===== src/rtl/mult_share_pkg.sv =====
// mult_share_pkg: shared defaults, types and index helper for the multiplier-sharing arbiter.
package mult_share_pkg;
    localparam int NREQ_D = 4;
    localparam int W_D    = 8;
    localparam int LAT_D  = 2;

    typedef logic [$clog2(NREQ_D)-1:0] id_t;
    typedef logic signed [2*W_D-1:0]   prod_t;

    typedef struct packed {
        logic                   valid;
        id_t                    id;
        logic signed [W_D-1:0]  a;
        logic signed [W_D-1:0]  b;
        prod_t                  p;
    } stage_t;

    function automatic int wrap_add(input int base, input int off, input int n);
        return (base + off >= n) ? base + off - n : base + off;
    endfunction
endpackage


===== src/rtl/mult_pipe.sv =====
// mult_pipe: LAT-stage signed multiplier; valid and id travel with the product, all stages freeze when en_i is low.
module mult_pipe
    import mult_share_pkg::*;
#(
    parameter int W   = W_D,
    parameter int IDW = $clog2(NREQ_D),
    parameter int LAT = LAT_D
) (
    input  logic                  clk,
    input  logic                  rst,
    input  logic                  en_i,
    input  logic                  in_valid_i,
    input  logic [IDW-1:0]        in_id_i,
    input  logic signed [W-1:0]   in_a_i,
    input  logic signed [W-1:0]   in_b_i,
    output logic                  out_valid_o,
    output logic [IDW-1:0]        out_id_o,
    output logic signed [2*W-1:0] out_p_o
);
    logic [LAT-1:0]         v_q;
    logic [IDW-1:0]         id_q [LAT];
    logic signed [2*W-1:0]  p_q  [LAT];
    logic signed [2*W-1:0]  ax, bx, prod;

    assign ax   = {{W{in_a_i[W-1]}}, in_a_i};
    assign bx   = {{W{in_b_i[W-1]}}, in_b_i};
    assign prod = ax * bx;

    always_ff @(posedge clk) begin
        if (rst) begin
            v_q <= '0;
        end else if (en_i) begin
            v_q[0] <= in_valid_i;
            for (int k = 1; k < LAT; k++) v_q[k] <= v_q[k-1];
        end
    end

    // Data only moves with a valid token so the last stage keeps the most recent product across bubbles.
    always_ff @(posedge clk) begin
        if (en_i) begin
            if (in_valid_i) begin
                id_q[0] <= in_id_i;
                p_q[0]  <= prod;
            end
            for (int k = 1; k < LAT; k++) begin
                if (v_q[k-1]) begin
                    id_q[k] <= id_q[k-1];
                    p_q[k]  <= p_q[k-1];
                end
            end
        end
    end

    assign out_valid_o = v_q[LAT-1];
    assign out_id_o    = id_q[LAT-1];
    assign out_p_o     = p_q[LAT-1];
endmodule


===== src/rtl/mult_share_arb.sv =====
// mult_share_arb: round-robin grant of one shared pipelined signed multiplier among NREQ requesters.
module mult_share_arb
    import mult_share_pkg::*;
#(
    parameter int NREQ = NREQ_D,
    parameter int W    = W_D,
    parameter int LAT  = LAT_D
) (
    input  logic                      clk,
    input  logic                      rst,
    input  logic                      en_i,
    input  logic [NREQ-1:0]           req_valid_i,
    input  logic [NREQ*W-1:0]         req_a_i,
    input  logic [NREQ*W-1:0]         req_b_i,
    output logic [NREQ-1:0]           req_ready_o,
    output logic                      res_valid_o,
    output logic [$clog2(NREQ)-1:0]   res_id_o,
    output logic signed [2*W-1:0]     res_p_o
);
    localparam int IDW = $clog2(NREQ);

    logic [IDW-1:0]         ptr_q, ptr_d, win, idx;
    logic                   found, grant;
    logic                   pv;
    logic [IDW-1:0]         pid, last_id_q;
    logic signed [2*W-1:0]  pp, last_p_q;

    always_comb begin
        win   = '0;
        idx   = '0;
        found = 1'b0;
        for (int k = 0; k < NREQ; k++) begin
            idx = IDW'(wrap_add(int'(ptr_q), k, NREQ));
            if (!found && req_valid_i[idx]) begin
                found = 1'b1;
                win   = idx;
            end
        end
        grant       = en_i & ~rst & found;
        req_ready_o = grant ? NREQ'(1) << win : '0;
        ptr_d       = grant ? (win == IDW'(NREQ-1) ? '0 : win + 1'b1) : ptr_q;
    end

    always_ff @(posedge clk) ptr_q <= rst ? '0 : ptr_d;

    mult_pipe #(.W(W), .IDW(IDW), .LAT(LAT)) u_pipe (
        .clk         (clk),
        .rst         (rst),
        .en_i        (en_i),
        .in_valid_i  (grant),
        .in_id_i     (win),
        .in_a_i      (req_a_i[win*W +: W]),
        .in_b_i      (req_b_i[win*W +: W]),
        .out_valid_o (pv),
        .out_id_o    (pid),
        .out_p_o     (pp)
    );

    assign res_valid_o = pv & en_i & ~rst;

    // Reported values hold between pulses and read zero out of reset.
    always_ff @(posedge clk) begin
        if (rst) begin
            last_p_q  <= '0;
            last_id_q <= '0;
        end else if (res_valid_o) begin
            last_p_q  <= pp;
            last_id_q <= pid;
        end
    end

    assign res_p_o  = res_valid_o ? pp  : last_p_q;
    assign res_id_o = res_valid_o ? pid : last_id_q;
endmodule

===== config.mk =====
export PLATFORM = sky130hd
export DESIGN_NAME = mult_share_arb
export DESIGN_NICKNAME = d
export VERILOG_FILES = /design/src/rtl/mult_share_pkg.sv /design/src/rtl/mult_pipe.sv /design/src/rtl/mult_share_arb.sv
export SDC_FILE = /design/constraint.sdc
export NUM_CORES = 1
export LEC_CHECK = 0
export CORE_MARGIN = 2
export CORE_UTILIZATION = 50
export DETAILED_ROUTE_END_ITERATION = 8
export DONT_BUFFER_PORTS = 1
export GPL_ROUTABILITY_DRIVEN = 0
export PLACE_DENSITY = 0.78
export RECOVER_POWER = 100
export SYNTH_ARGS = -nofsm -noshare
export SYNTH_HDL_FRONTEND = slang
export SYNTH_SLANG_ARGS = --single-unit

===== constraint.sdc =====
create_clock -name clk -period 5.19 [get_ports clk]
set_clock_uncertainty 0.1 [all_clocks]
set_input_delay 0.2595 -clock clk [delete_from_list [all_inputs] [get_ports clk]]
set_output_delay 0.2595 -clock clk [all_outputs]
set_load 0.005 [all_outputs]

# == Word level (Yosys, flattened, before mapping) ==
# Memory sizes are Yosys's and may differ from the RTL's.
# Index checks and enable logic that the tools add are counted.
# totals
ramBits,36
latchBits,0
word_cells,68
rom_bits,0
output_inout_bits,23
regBits,22
n_memories,2
# mem_list
memory,depth,word_bits,read_ports,rd_ports_with_merged_regs,write_ports,line_no,rtl
u_pipe.p_q,2,16,2,0,2,mult_pipe.sv:22,logic signed [2*W-1:0] p_q [LAT];
u_pipe.id_q,2,2,2,0,2,mult_pipe.sv:21,logic [IDW-1:0] id_q [LAT];
# classes
div_mod_pow,0
n_eq_ne,1
n_reduce_logical,6
add_sub_neg,8
n_mux,30
shift,3
mul,1
bitwise,5
order_cmp,8
# ops
operator,n
variable part select 32 x 6 -> 8 bit,2
2-to-1 mux 2 bit,10
multiplier 8 x 8 -> 16 bit,1
2-to-1 mux 16 bit,1
2-to-1 mux 1 bit,14
"less-than comparator 2 x 3 -> 1 bit, second input constant",4
"greater-or-equal comparator 3 bit, second input constant",3
binary-select mux 1 bit (select 2 bit),4
"subtractor 2 x 1 -> 2 bit, second input constant",4
"adder 2 x 2 -> 3 bit, second input constant",2
AND 1 bit,4
2-to-1 mux 4 bit,1
"<< shifter 1 x 2 -> 4 bit, first input constant",1
"adder 2 x 1 -> 3 bit, second input constant",1
"greater-or-equal comparator 2 x 3 -> 1 bit, second input constant",1
logical AND 1 bit,3
zero test 1 bit,3
"adder 2 x 1 -> 2 bit, second input constant",1
"== test 2 bit, second input constant",1
inverter 1 bit,1

# == Logic depth before layout (Yosys ltp) ==
# Gate-level depths: netlist (run 1).
# depth
word_depth,18
mapped_depth,23

# == Cells and area by module ==
# Synthesis (run 1) repeated with hierarchy kept, for this count alone.
# unflattened
cells_unflattened,525
hier_area_um2,5320.1
# modules_own_cells
module,cells_per_inst,seq_area_each_um2,n_inst,area_per_inst_um2
mult_pipe,351,1121.1,1,3821.2
mult_share_arb,174,400.4,1,1498.9

# == Worst setup path before layout (run 1) ==
# OpenSTA, ideal clock, no wires.
# synth_path
kind,flip-flop to flip-flop
startpoint,register ptr_q[0]
endpoint,"memory u_pipe.p_q[0][13] (netlist bit), data pin"
arrival_ps,5188
setup_time_ps,259
required_ps,4831
stages_incl_launch_ff,22
slack_ps,-357
synth_period_minus_slack_ps,5547
path_cell_list,dfxtp_1 -> nor2b_1 -> a21oi_1 -> o22ai_1 -> a21oi_2 -> buf_6 -> mux2_2 -> or2_1 -> fa_1 -> fa_1 -> inv_1 -> fa_1 -> inv_1 -> fa_1 -> inv_1 -> ha_1 -> a21o_1 -> a21oi_1 -> nand2_1 -> a31oi_1 -> o21ai_0 -> xnor2_1
# synth_lines
item,line_no,rtl
start: declaration,mult_share_arb.sv:22,"logic [IDW-1:0] ptr_q, ptr_d, win, idx;"
start signal: assignment,mult_share_arb.sv:44,always_ff @(posedge clk) ptr_q <= rst ? '0 : ptr_d;
end: declaration,mult_pipe.sv:22,

==> reports/results.txt, run 1 <==
DRC viols: 0
routed vias: 3853
Die Ht: 105 µm
sequential share of the synthesized area: 29.6%
dpl cells: 699
outcome: finished with violations
crit end category: flip-flop
GRT Overall Usage: 19.3%
1st-iter DRT viols: 154
fin area: 6440 µm²
Fill cells: 721
EDFF count, synth: 36
post-synth top area share: 21.5%
CTS Buf Count: 9
initial antenna violation count: 0
full die area: 11100 µm²
# IOs: 94
slack of the critical path: -0.282 ns
pre-CTS setup slack: -0.331 ns
post-synth top area cell: fa_1
Setup CP Type: reg2reg
worst-path maximum fanout: 7
Syn Area/Cell: 9.87 µm²
Top FF cell, synth: edfxtp_1
slowest library cell on the worst path: fa_1
max_cap viols: 0
CP most frequent cell: fa_1
RSZ-0062 raised after global routing: yes
layout cells sized above 1: 29.2%
headroom to the max-slew limit: 24.3%
FMAX: 183 MHz
Post-Syn Area: 5130 µm²
vias in the first global route: 3947
Root Buffer: clkbuf_8
final setup vio count: 7
row count: 36
Slew @ Worst Pin: 1.14 ns
worst skew pair latency: 0.33 ns
worst hold path depth: 2
# nets final: 757
HPWL after detailed placement: 8280 µm
Synth area leaders: fa_1 (21%), edfxtp_1 (21%), dfxtp_1 (8.6%), ha_1 (8.0%), inv_1 (6.9%)
worst path required time: 5.28 ns
largest net degree at the start of global routing: 29
grt ovf: 0
#FFs+latches synth: 58
most frequent cells in the layout: inv_1 (83), buf_4 (61), nand2_1 (57), fa_1 (49), nor2_1 (41)
Min-Delay Path Class: in2reg
Arrival @ worst endpoint: 5.56 ns
critical path cell sequence: a21o_1 > a21oi_1 > o22a_2 > clkbuf_16 > mux2i_1 > mux2_4 > buf_12 > nor2_1 > fa_1 > fa_2 > fa_1 > inv_1 > fa_1 > inv_2 > ha_4 > or4_4 > o21ai_2 > a21oi_2 > or4_1 > nand4_1
Seq. cell area: 1530 µm²
Async SR Flop Fraction: 0%
R2R Path Start: ptr_q[1]$_SDFFE_PP0P_
Post-Layout Cell Count: 736
fin. max-slew vios: 0
Total Routed Length: 11300 µm
Wirelength per Cell: 15.4 µm
clock sinks: 58
area grow syn2layout: 25.5%
hold path start: rst
commonest non-fill, non-tap cell in the layout: inv_1
Diodes inserted: 0
core area: 9860 µm²
Hold Path Sink: ptr_q[1]$_SDFFE_PP0P_
Syn Nets: 679
fin crit share: 105%
final hold vios: 0
initial core utilization: 52.0%
R2R setup slack: -0.28 ns
Cells after Synth: 520
largest stage delay on the critical path: 0.53 ns
Yosys cell types: 40
failing checks: negative setup slack
FF-to-FF End: u_pipe.p_q[0][14]$_DFFE_PP_
maximum clock insertion buffer count: 2
crit start category: flip-flop
R2R cell count: 20
CTS tree: yes
placed cell area: 5770 µm²
CP startpoint: ptr_q[1]$_SDFFE_PP0P_
area of the multi-input gates: 3500 µm²
Final Critical Period: 5.47 ns
H-tree levels: 3
Die Width: 105 µm
yosys warns: 0
TritonRoute pass-1 iters: 4
CTS clk-pin slew, worst paths: 0.07 ns
final core utilization: 65.3%
port bufs: 0
Final ANT Viol Nets: 0
first-pass GRT wire length: 17500 µm
Vias/cell: 5.24
[worst max path at each step]
stage	to	slack, ns	cells after the start
detailed placement	u_pipe.p_q[0][13]$_DFFE_PP_	-0.33	22
floorplan	u_pipe.p_q[0][14]$_DFFE_PP_	-0.14	21
global route	u_pipe.p_q[0][14]$_DFFE_PP_	-0.44	20
finish	u_pipe.p_q[0][14]$_DFFE_PP_	-0.28	20
global placement	u_pipe.p_q[0][14]$_DFFE_PP_	-0.16	20
CTS	u_pipe.p_q[0][13]$_DFFE_PP_	-0.31	22
[synthesized netlist by cell type, types with 3 or more instances]
| cell | number |
|---|---|
| inv_1 | 94 |
| nand2_1 | 61 |
| fa_1 | 55 |
| nor2_1 | 52 |
| edfxtp_1 | 36 |
| ha_1 | 33 |
| mux2i_1 | 33 |
| nor2b_1 | 26 |
| dfxtp_1 | 22 |
| mux2_2 | 13 |
| a21oi_1 | 12 |
| xnor2_1 | 12 |
| or2_1 | 11 |
| and2_1 | 5 |
| nor3_1 | 5 |
| a21o_1 | 4 |
| clkbuf_1 | 4 |
| o21ai_0 | 4 |
| a31oi_1 | 3 |
| nand4_1 | 3 |
| nor4_1 | 3 |
| xor2_1 | 3 |
[flip-flops by register name (all words and copies together) (netlist names)]
| register | count |
|---|---|
| last_id_q | 2 |
| last_p_q | 16 |
| ptr_q | 2 |
| u_pipe.id_q | 4 |
| u_pipe.p_q | 32 |
| u_pipe.v_q | 2 |
[final cells by class]
cell class | instances | share of cell area, %
multi-input combinational | 357 | 54.4
timing repair buffer | 77 | 10.8
sequential | 58 | 23.7
tap | 133 | 2.58
clock inverter | 7 | 1.07
inverter | 95 | 5.54
clock buffer | 9 | 1.92
[logic make-up after synthesis]
group	share of synthesized area, %
simple gates	15.7
buf+inv	8.82
fa+ha+maj	29.5
flops	29.6
mux	10.1
compound gates	3.68
xor+xnor	2.56
[critical path: cells and delay by family (launching register included)]
kind | cells | cell delay, ns
fa+ha+maj | 5 | 2.14
simple gates | 4 | 1.15
compound gates | 5 | 0.72
buf+inv | 4 | 0.48
mux | 2 | 0.39
flops | 1 | 0.34
[stage by stage]
| stage | TNS, ns | hold slack (ns) |
|---|---|---|
| 2_1_floorplan | -0.260 | 0.231 |
| 3_3_place_gp | -0.517 | 0.229 |
| 3_5_place_dp | -1.40 | 0.238 |
| 4_1_cts | -1.34 | 0.0104 |
| 5_1_grt | -2.53 | 0.0173 |
| 6_report | -1.36 | 0.0189 |
[layer usage]
| layer | track usage [%] | up-vias | share of wire [%] |
|---|---|---|---|
| li1 | - | 1808 | - |
| met1 | 21.9 | 1901 | 39 |
| met2 | 36.6 | 122 | 54 |
| met3 | 3.83 | 22 | 5.0 |
| met4 | 5.33 | 0 | 2.1 |
| met5 | 0 | - | 0 |
[timing repair]
action | in CTS | in global routing
endpoints found under the hold margin | 21 | 0
gates resized for setup | 7 | 63
hold buffers | 2 | 0
pin swaps | 0 | 48
setup buffers | 2 | 13
cloned | 0 | 4
setup endpoints to repair | 7 | 8
Power of run 1 is not shown: default switching activity piles up to over one toggle a cycle in this logic, so the estimate is an artifact.
==> run 2: changes to the inputs <==
SKIP_LAST_GASP = 1   (was not set)
SLEW_MARGIN = 20   (was not set)
==> reports/results.txt, run 2 (synthesis results as in run 1) <==
outcome: finished with violations
failing checks: negative setup slack
initial core utilization: 52.0% (unchanged)
vias in the first global route: 3936 (-0.28%)
Final Critical Period: 5.49 ns (+0.0186 ns)
worst skew pair latency: 0.33 ns (about the same)
Die Width: 105 µm (unchanged)
met1 GRT Util: 22.0% (+0.040 points)
critical path cell sequence: nor2b_4 > nor2_1 > o22a_2 > clkbuf_16 > buf_8 > mux2i_1 > mux2_2 > buf_4 > nor2_1 > fa_2 > fa_2 > fa_1 > inv_1 > fa_1 > inv_2 > ha_4 > or4_4 > o21ai_2 > a21oi_2 > or4_1 > nand4_1
Final ANT Viol Nets: 0 (unchanged)
final hold vios: 0 (unchanged)
core area: 9860 µm² (unchanged)
Largest register FFs: 32 (unchanged)
fin. max-slew vios: 0 (unchanged)
Slew @ Worst Pin: 1.14 ns (+0.00599 ns)
commonest non-fill, non-tap cell in the layout: inv_1
hold path start: rst
CP bufs+invs: 5 (+1)
final setup TNS: -1.63 ns (-0.270 ns)
max_cap viols: 0 (unchanged)
Total Routed Length: 11300 µm (about the same)
initial antenna violation count: 0 (unchanged)
CTS tree: yes
crit start category: flip-flop
largest net degree at the start of global routing: 29 (unchanged)
worst path required time: 5.28 ns (about the same)
HPWL after detailed placement: 8280 µm (unchanged)
Diodes inserted: 0 (unchanged)
Min-Delay Path Class: in2reg
worst-path maximum fanout: 8 (+1)
Die Ht: 105 µm (unchanged)
met2 Resource Use GR: 36.3% (-0.28 points)
1st-iter DRT viols: 192 (+25%)
Wirelength per Cell: 15.3 µm (-0.34%)
CP top delay family: adder cells
headroom to the max-slew limit: 23.9% (-0.40 points)
met3 global-route usage: 3.83% (unchanged)
slack of the critical path: -0.301 ns (-0.0186 ns)
TritonRoute pass-1 iters: 4 (unchanged)
FMAX: 182 MHz (-0.34%)
Fill cells: 721 (unchanged)
R2R setup slack: -0.30 ns (-0.02 ns)
largest stage delay on the critical path: 0.53 ns (about the same)
row count: 36 (unchanged)
final setup vio count: 7 (unchanged)
worst hold path depth: 2 (unchanged)
Top Registers: u_pipe.p_q x32, last_p_q x16, u_pipe.id_q x4
most frequent cells in the layout: inv_1 (86), buf_4 (64), nand2_1 (58), fa_1 (50), nor2_1 (42)
DRC viols: 0 (unchanged)
port bufs: 0 (unchanged)
FF-to-FF End: u_pipe.p_q[0][14]$_DFFE_PP_
first-pass GRT wire length: 17400 µm (-0.48%)
routed vias: 3888 (+0.91%)
crit end category: flip-flop
CP startpoint: ptr_q[0]$_SDFFE_PP0P_
area grow syn2layout: 26.0%
maximum clock insertion buffer count: 2 (unchanged)
layout cells sized above 1: 28.4% (-0.80 points)
final core utilization: 65.6% (+0.25 points)
grt ovf: 0 (unchanged)
fin crit share: 106% (+0.36 points)
R2R cell count: 21 (+5.0%)
Hold Path Sink: ptr_q[1]$_SDFFE_PP0P_
CTS clk-pin slew, worst paths: 0.07 ns (about the same)
H-tree levels: 3 (unchanged)
CTS Buf Count: 9 (unchanged)
Vias/cell: 5.26 (+0.50%)
Post-Layout Cell Count: 739 (+0.41%)
RSZ-0062 raised after global routing: yes
Top reg by flops: u_pipe.p_q
GRT Overall Usage: 19.3% (-0.066 points)
slowest library cell on the worst path: or4_4
dpl cells: 699 (unchanged)
# nets final: 760 (+0.40%)
Setup CP Type: reg2reg
clock sinks: 58 (unchanged)
Hold WS: 0.0185 ns (-0.000421 ns)
Arrival @ worst endpoint: 5.58 ns (+0.02 ns)
# IOs: 94 (unchanged)
gr busiest metal: met2
R2R Path Start: ptr_q[0]$_SDFFE_PP0P_
Root Buffer: clkbuf_8
full die area: 11100 µm² (unchanged)
## run 2: changes by cell type in the layout (fill, tap and decap cells not counted), sizes merged
cell  delta
buf      +3
## run 2: layout make-up
class	count	area, µm²	area share, %
clock buffer	9	124	1.92
multi-input combinational	357	3490	54.0
inverter	95	357	5.51
clock inverter	7	68.8	1.06
timing repair buffer	80	731	11.3
tap	133	166	2.57
sequential	58	1530	23.6
## run 2: what timing repair did
action                                  4_1_cts  5_1_grt
pin swaps                                     0       32
gates resized for setup                       4       60
buffers inserted                              2       17
cloned                                        0        3
endpoints found under the setup margin        7        8
hold endpoints to repair                     21        0
hold buffers                                  2        0
## run 2: through the flow
step           area, µm²  setup WS [ns]
2_1_floorplan       5250         -0.143
3_3_place_gp        5770         -0.156
3_5_place_dp        5770         -0.331
4_1_cts             6020         -0.308
5_1_grt             6470         -0.451
6_report            6470         -0.301
## run 2: per-layer routing
metal | part of all wire [%] | vias to the layer above | routed length, µm
li1 | - | 1812 | -
met1 | 38 | 1925 | 4350
met2 | 55 | 132 | 6170
met3 | 4.8 | 19 | 541
met4 | 2.2 | 0 | 245
met5 | 0 | - | 0
## run 2: worst max path at each step
| stage | endpoint | slack, ns | cells after the start |
|---|---|---|---|
| 2_1_floorplan | u_pipe.p_q[0][14]$_DFFE_PP_ | -0.14 | 21 |
| 3_3_place_gp | u_pipe.p_q[0][14]$_DFFE_PP_ | -0.16 | 20 |
| 3_5_place_dp | u_pipe.p_q[0][13]$_DFFE_PP_ | -0.33 | 22 |
| 4_1_cts | u_pipe.p_q[0][14]$_DFFE_PP_ | -0.31 | 20 |
| 5_1_grt | u_pipe.p_q[0][14]$_DFFE_PP_ | -0.45 | 21 |
| 6_report | u_pipe.p_q[0][14]$_DFFE_PP_ | -0.30 | 21 |
Power of run 2 is left out for the same reason.
==> run 3: changes to the inputs <==
ABC_AREA = 1   (was not set)
==> reports/results.txt, run 3 <==
most frequent cells after synthesis: inv_1 (162), nand2_1 (147), nor2_1 (75)
Top reg by flops: u_pipe.p_q
hold path start: en_i
Slew @ Worst Pin: 0.807 ns (-0.334 ns)
FMAX: 184 MHz (+0.86%)
crit start category: flip-flop
fin crit share: 105% (-0.90 points)
layout cells sized above 1: 34.6% (+6.2 points)
yosys warns: 0 (unchanged)
Syn Nets: 892 (+31%)
Final Critical Period: 5.44 ns (-0.0468 ns)
grt ovf: 0 (unchanged)
Largest register FFs: 32 (unchanged)
CP most frequent cell: fa_1
worst path required time: 5.15 ns (-0.13 ns)
clock sinks: 58 (unchanged)
# IOs: 94 (unchanged)
row count: 39 (+8.3%)
Wirelength per Cell: 16.1 µm (+5.1%)
crit end category: flip-flop
core area: 11400 µm² (+15%)
Post-Syn Area: 5790 µm² (+13%)
mux cell area share after synthesis: 0% (-10 points)
vias in the first global route: 5392 (+37%)
post-synth top area share: 19.0% (-2.5 points)
commonest non-fill, non-tap cell in the layout: inv_1
worst hold path depth: 2 (unchanged)
worst skew pair latency: 0.32 ns (about the same)
failing checks: negative setup slack
routed vias: 5373 (+38%)
final hold vios: 0 (unchanged)
Post-Synth Simple-Gate Area: 24.8% (+9.1 points)
R2R setup slack: -0.25 ns (+0.05 ns)
RSZ-0062 raised after global routing: yes
fin. max-slew vios: 0 (unchanged)
port bufs: 0 (unchanged)
R2R Path Start: ptr_q[0]$_SDFFE_PP0P_
Max Used Layer: met4
final setup vio count: 8 (+1)
Total Routed Length: 15900 µm (+40%)
Async SR Flop Fraction: 0% (unchanged)
FF-to-FF End: u_pipe.p_q[0][13]$_DFFE_PP_
Final ANT Viol Nets: 0 (unchanged)
# nets final: 998 (+31%)
Metal-1 WL: 5870 µm (+35%)
Diodes inserted: 0 (unchanged)
first-pass GRT wire length: 24300 µm (+40%)
Cells after Synth: 733 (+41%)
sequential share of the synthesized area: 26.3% (-3.4 points)
Vias/cell: 5.44 (+3.5%)
Synth Area in Adders: 26.1% (-3.4 points)
Syn Area/Cell: 7.90 µm² (-20%)
headroom to the max-slew limit: 46.0% (+22 points)
Synth area leaders: fa_1 (19%), edfxtp_1 (19%), inv_1 (10%), nand2_1 (9.5%), dfxtp_1 (7.6%)
slowest library cell on the worst path: fa_1
H-tree levels: 3 (unchanged)
outcome: finished with violations
most frequent cells in the layout: inv_1 (147), nand2_1 (106), buf_4 (84), nor2_1 (62), fa_1 (54)
Synth Area in XOR/XNOR: 2.57% (+0.0099 points)
initial antenna violation count: 0 (unchanged)
CTS Buf Count: 9 (unchanged)
worst-path maximum fanout: 6 (-2)
CP bufs+invs: 8 (+3)
largest family of logic cells by synthesized area: adder cells
Met2 Wirelength: 8270 µm (+34%)
HPWL after detailed placement: 10000 µm (+21%)
initial core utilization: 51.0% (-1.1 points)
max_cap viols: 0 (unchanged)
Arrival @ worst endpoint: 5.40 ns (-0.18 ns)
CP top delay family: adder cells
Die Width: 112 µm (+6.0%)
count leader, synth: inv_1
pre-CTS setup slack: -0.367 ns (-0.0362 ns)
1st-iter DRT viols: 416 (+120%)
full die area: 12500 µm² (+12%)
largest stage delay on the critical path: 0.52 ns (about the same)
placed cell area: 6450 µm² (+12%)
slack of the critical path: -0.254 ns (+0.0468 ns)
Top Registers: u_pipe.p_q x32, last_p_q x16, u_pipe.id_q x4
Top FF cell, synth: edfxtp_1
CTS clk-pin slew, worst paths: 0.05 ns (-0.02 ns)
Compound-Gate Fraction of Synth Area: 6.67% (+3.0 points)
TritonRoute pass-1 iters: 5 (+1)
Setup CP Type: reg2reg
routed wl met3: 901 µm (+67%)
Hold Path Sink: u_pipe.v_q[1]$_SDFFE_PP0P_
#FFs+latches synth: 58 (unchanged)
Yosys cell types: 35 (-13%)
largest net degree at the start of global routing: 23 (-21%)
area grow syn2layout: 34.1%
EDFF count, synth: 36 (unchanged)
Die Ht: 112 µm (+6.0%)
GRT Overall Usage: 23.5% (+4.2 points)
CTS tree: yes
Min-Delay Path Class: in2reg
R2R cell count: 28 (+33%)
DRC viols: 0 (unchanged)
fin area: 7770 µm² (+20%)
post-synth top area cell: fa_1
Root Buffer: clkbuf_16
maximum clock insertion buffer count: 2 (unchanged)
==> run 3: cell count changes after synthesis, moves of 11 or more <==
cell / before / now
nand2_1: 61 / 147
inv_1: 94 / 162
mux2i_1: 33 / 0
nand3_1: 1 / 30
nor2b_1: 26 / 0
nor2_1: 52 / 75
o21ai_0: 4 / 27
or2_2: 0 / 18
nand2_2: 0 / 16
mux2_2: 13 / 0
or2_1: 11 / 0
==> run 3: cell families (layout without fill, tap and decap cells) <==
logic type | count (synthesis) | count (layout)
adders and majority gates | 88 | 88
and+or+nand+nor | 315 | 315
buffers and inverters | 189 | 300
DFF | 58 | 58
xor gates and xnor gates | 17 | 17
AOI/OAI and AO/OA | 66 | 66
==> run 3: repair_timing <==
item	4_1_cts	5_1_grt
setup buffers	24	10
pin swaps	90	47
hold buffers	2	0
endpoints found under the hold margin	22	0
gates cloned	4	1
gates resized for setup	123	61
endpoints found under the setup margin	9	10
==> run 3: layer usage <==
layer  global-route usage [%]  vias to the layer above
met5                        0                        -
met4                     11.2                        0
met3                     2.78                       78
met2                     41.7                      272
met1                     28.5                     2559
li1                         -                     2464
==> run 3: layout make-up <==
cell class / count / area (µm²)
inverters: 170 / 653
clock buffers: 14 / 264
flip-flops and latches: 58 / 1530
multi-input cells: 486 / 4050
well taps: 143 / 179
clock inverters: 2 / 11.3
repair buffers: 114 / 1090
fillers: 802 / 3600
==> run 3: how the worst max path moves through the flow <==
stage / startpoint / end / cells after the start
after CTS: ptr_q[0]$_SDFFE_PP0P_ / u_pipe.p_q[0][15]$_DFFE_PP_ / 29
after detailed placement: ptr_q[0]$_SDFFE_PP0P_ / u_pipe.p_q[0][13]$_DFFE_PP_ / 28
final: ptr_q[0]$_SDFFE_PP0P_ / u_pipe.p_q[0][13]$_DFFE_PP_ / 28
after global routing: ptr_q[0]$_SDFFE_PP0P_ / u_pipe.p_q[0][13]$_DFFE_PP_ / 28
after global placement: ptr_q[0]$_SDFFE_PP0P_ / u_pipe.p_q[0][12]$_DFFE_PP_ / 26
after floorplan: ptr_q[0]$_SDFFE_PP0P_ / u_pipe.p_q[0][15]$_DFFE_PP_ / 29
==> run 3: metrics by stage <==
step           TNS, ns  utilization, %  hold WS (ns)  instances
6_report         -1.76            68.4        0.0172        987
3_3_place_gp     -1.45            56.7         0.235        933
3_5_place_dp     -2.29            56.7         0.241        933
5_1_grt          -3.17            68.4        0.0278        987
2_1_floorplan  -0.0680               -         0.238        733
4_1_cts         -0.540            65.7       0.00902        978
Power of run 3 is left out for the same reason.
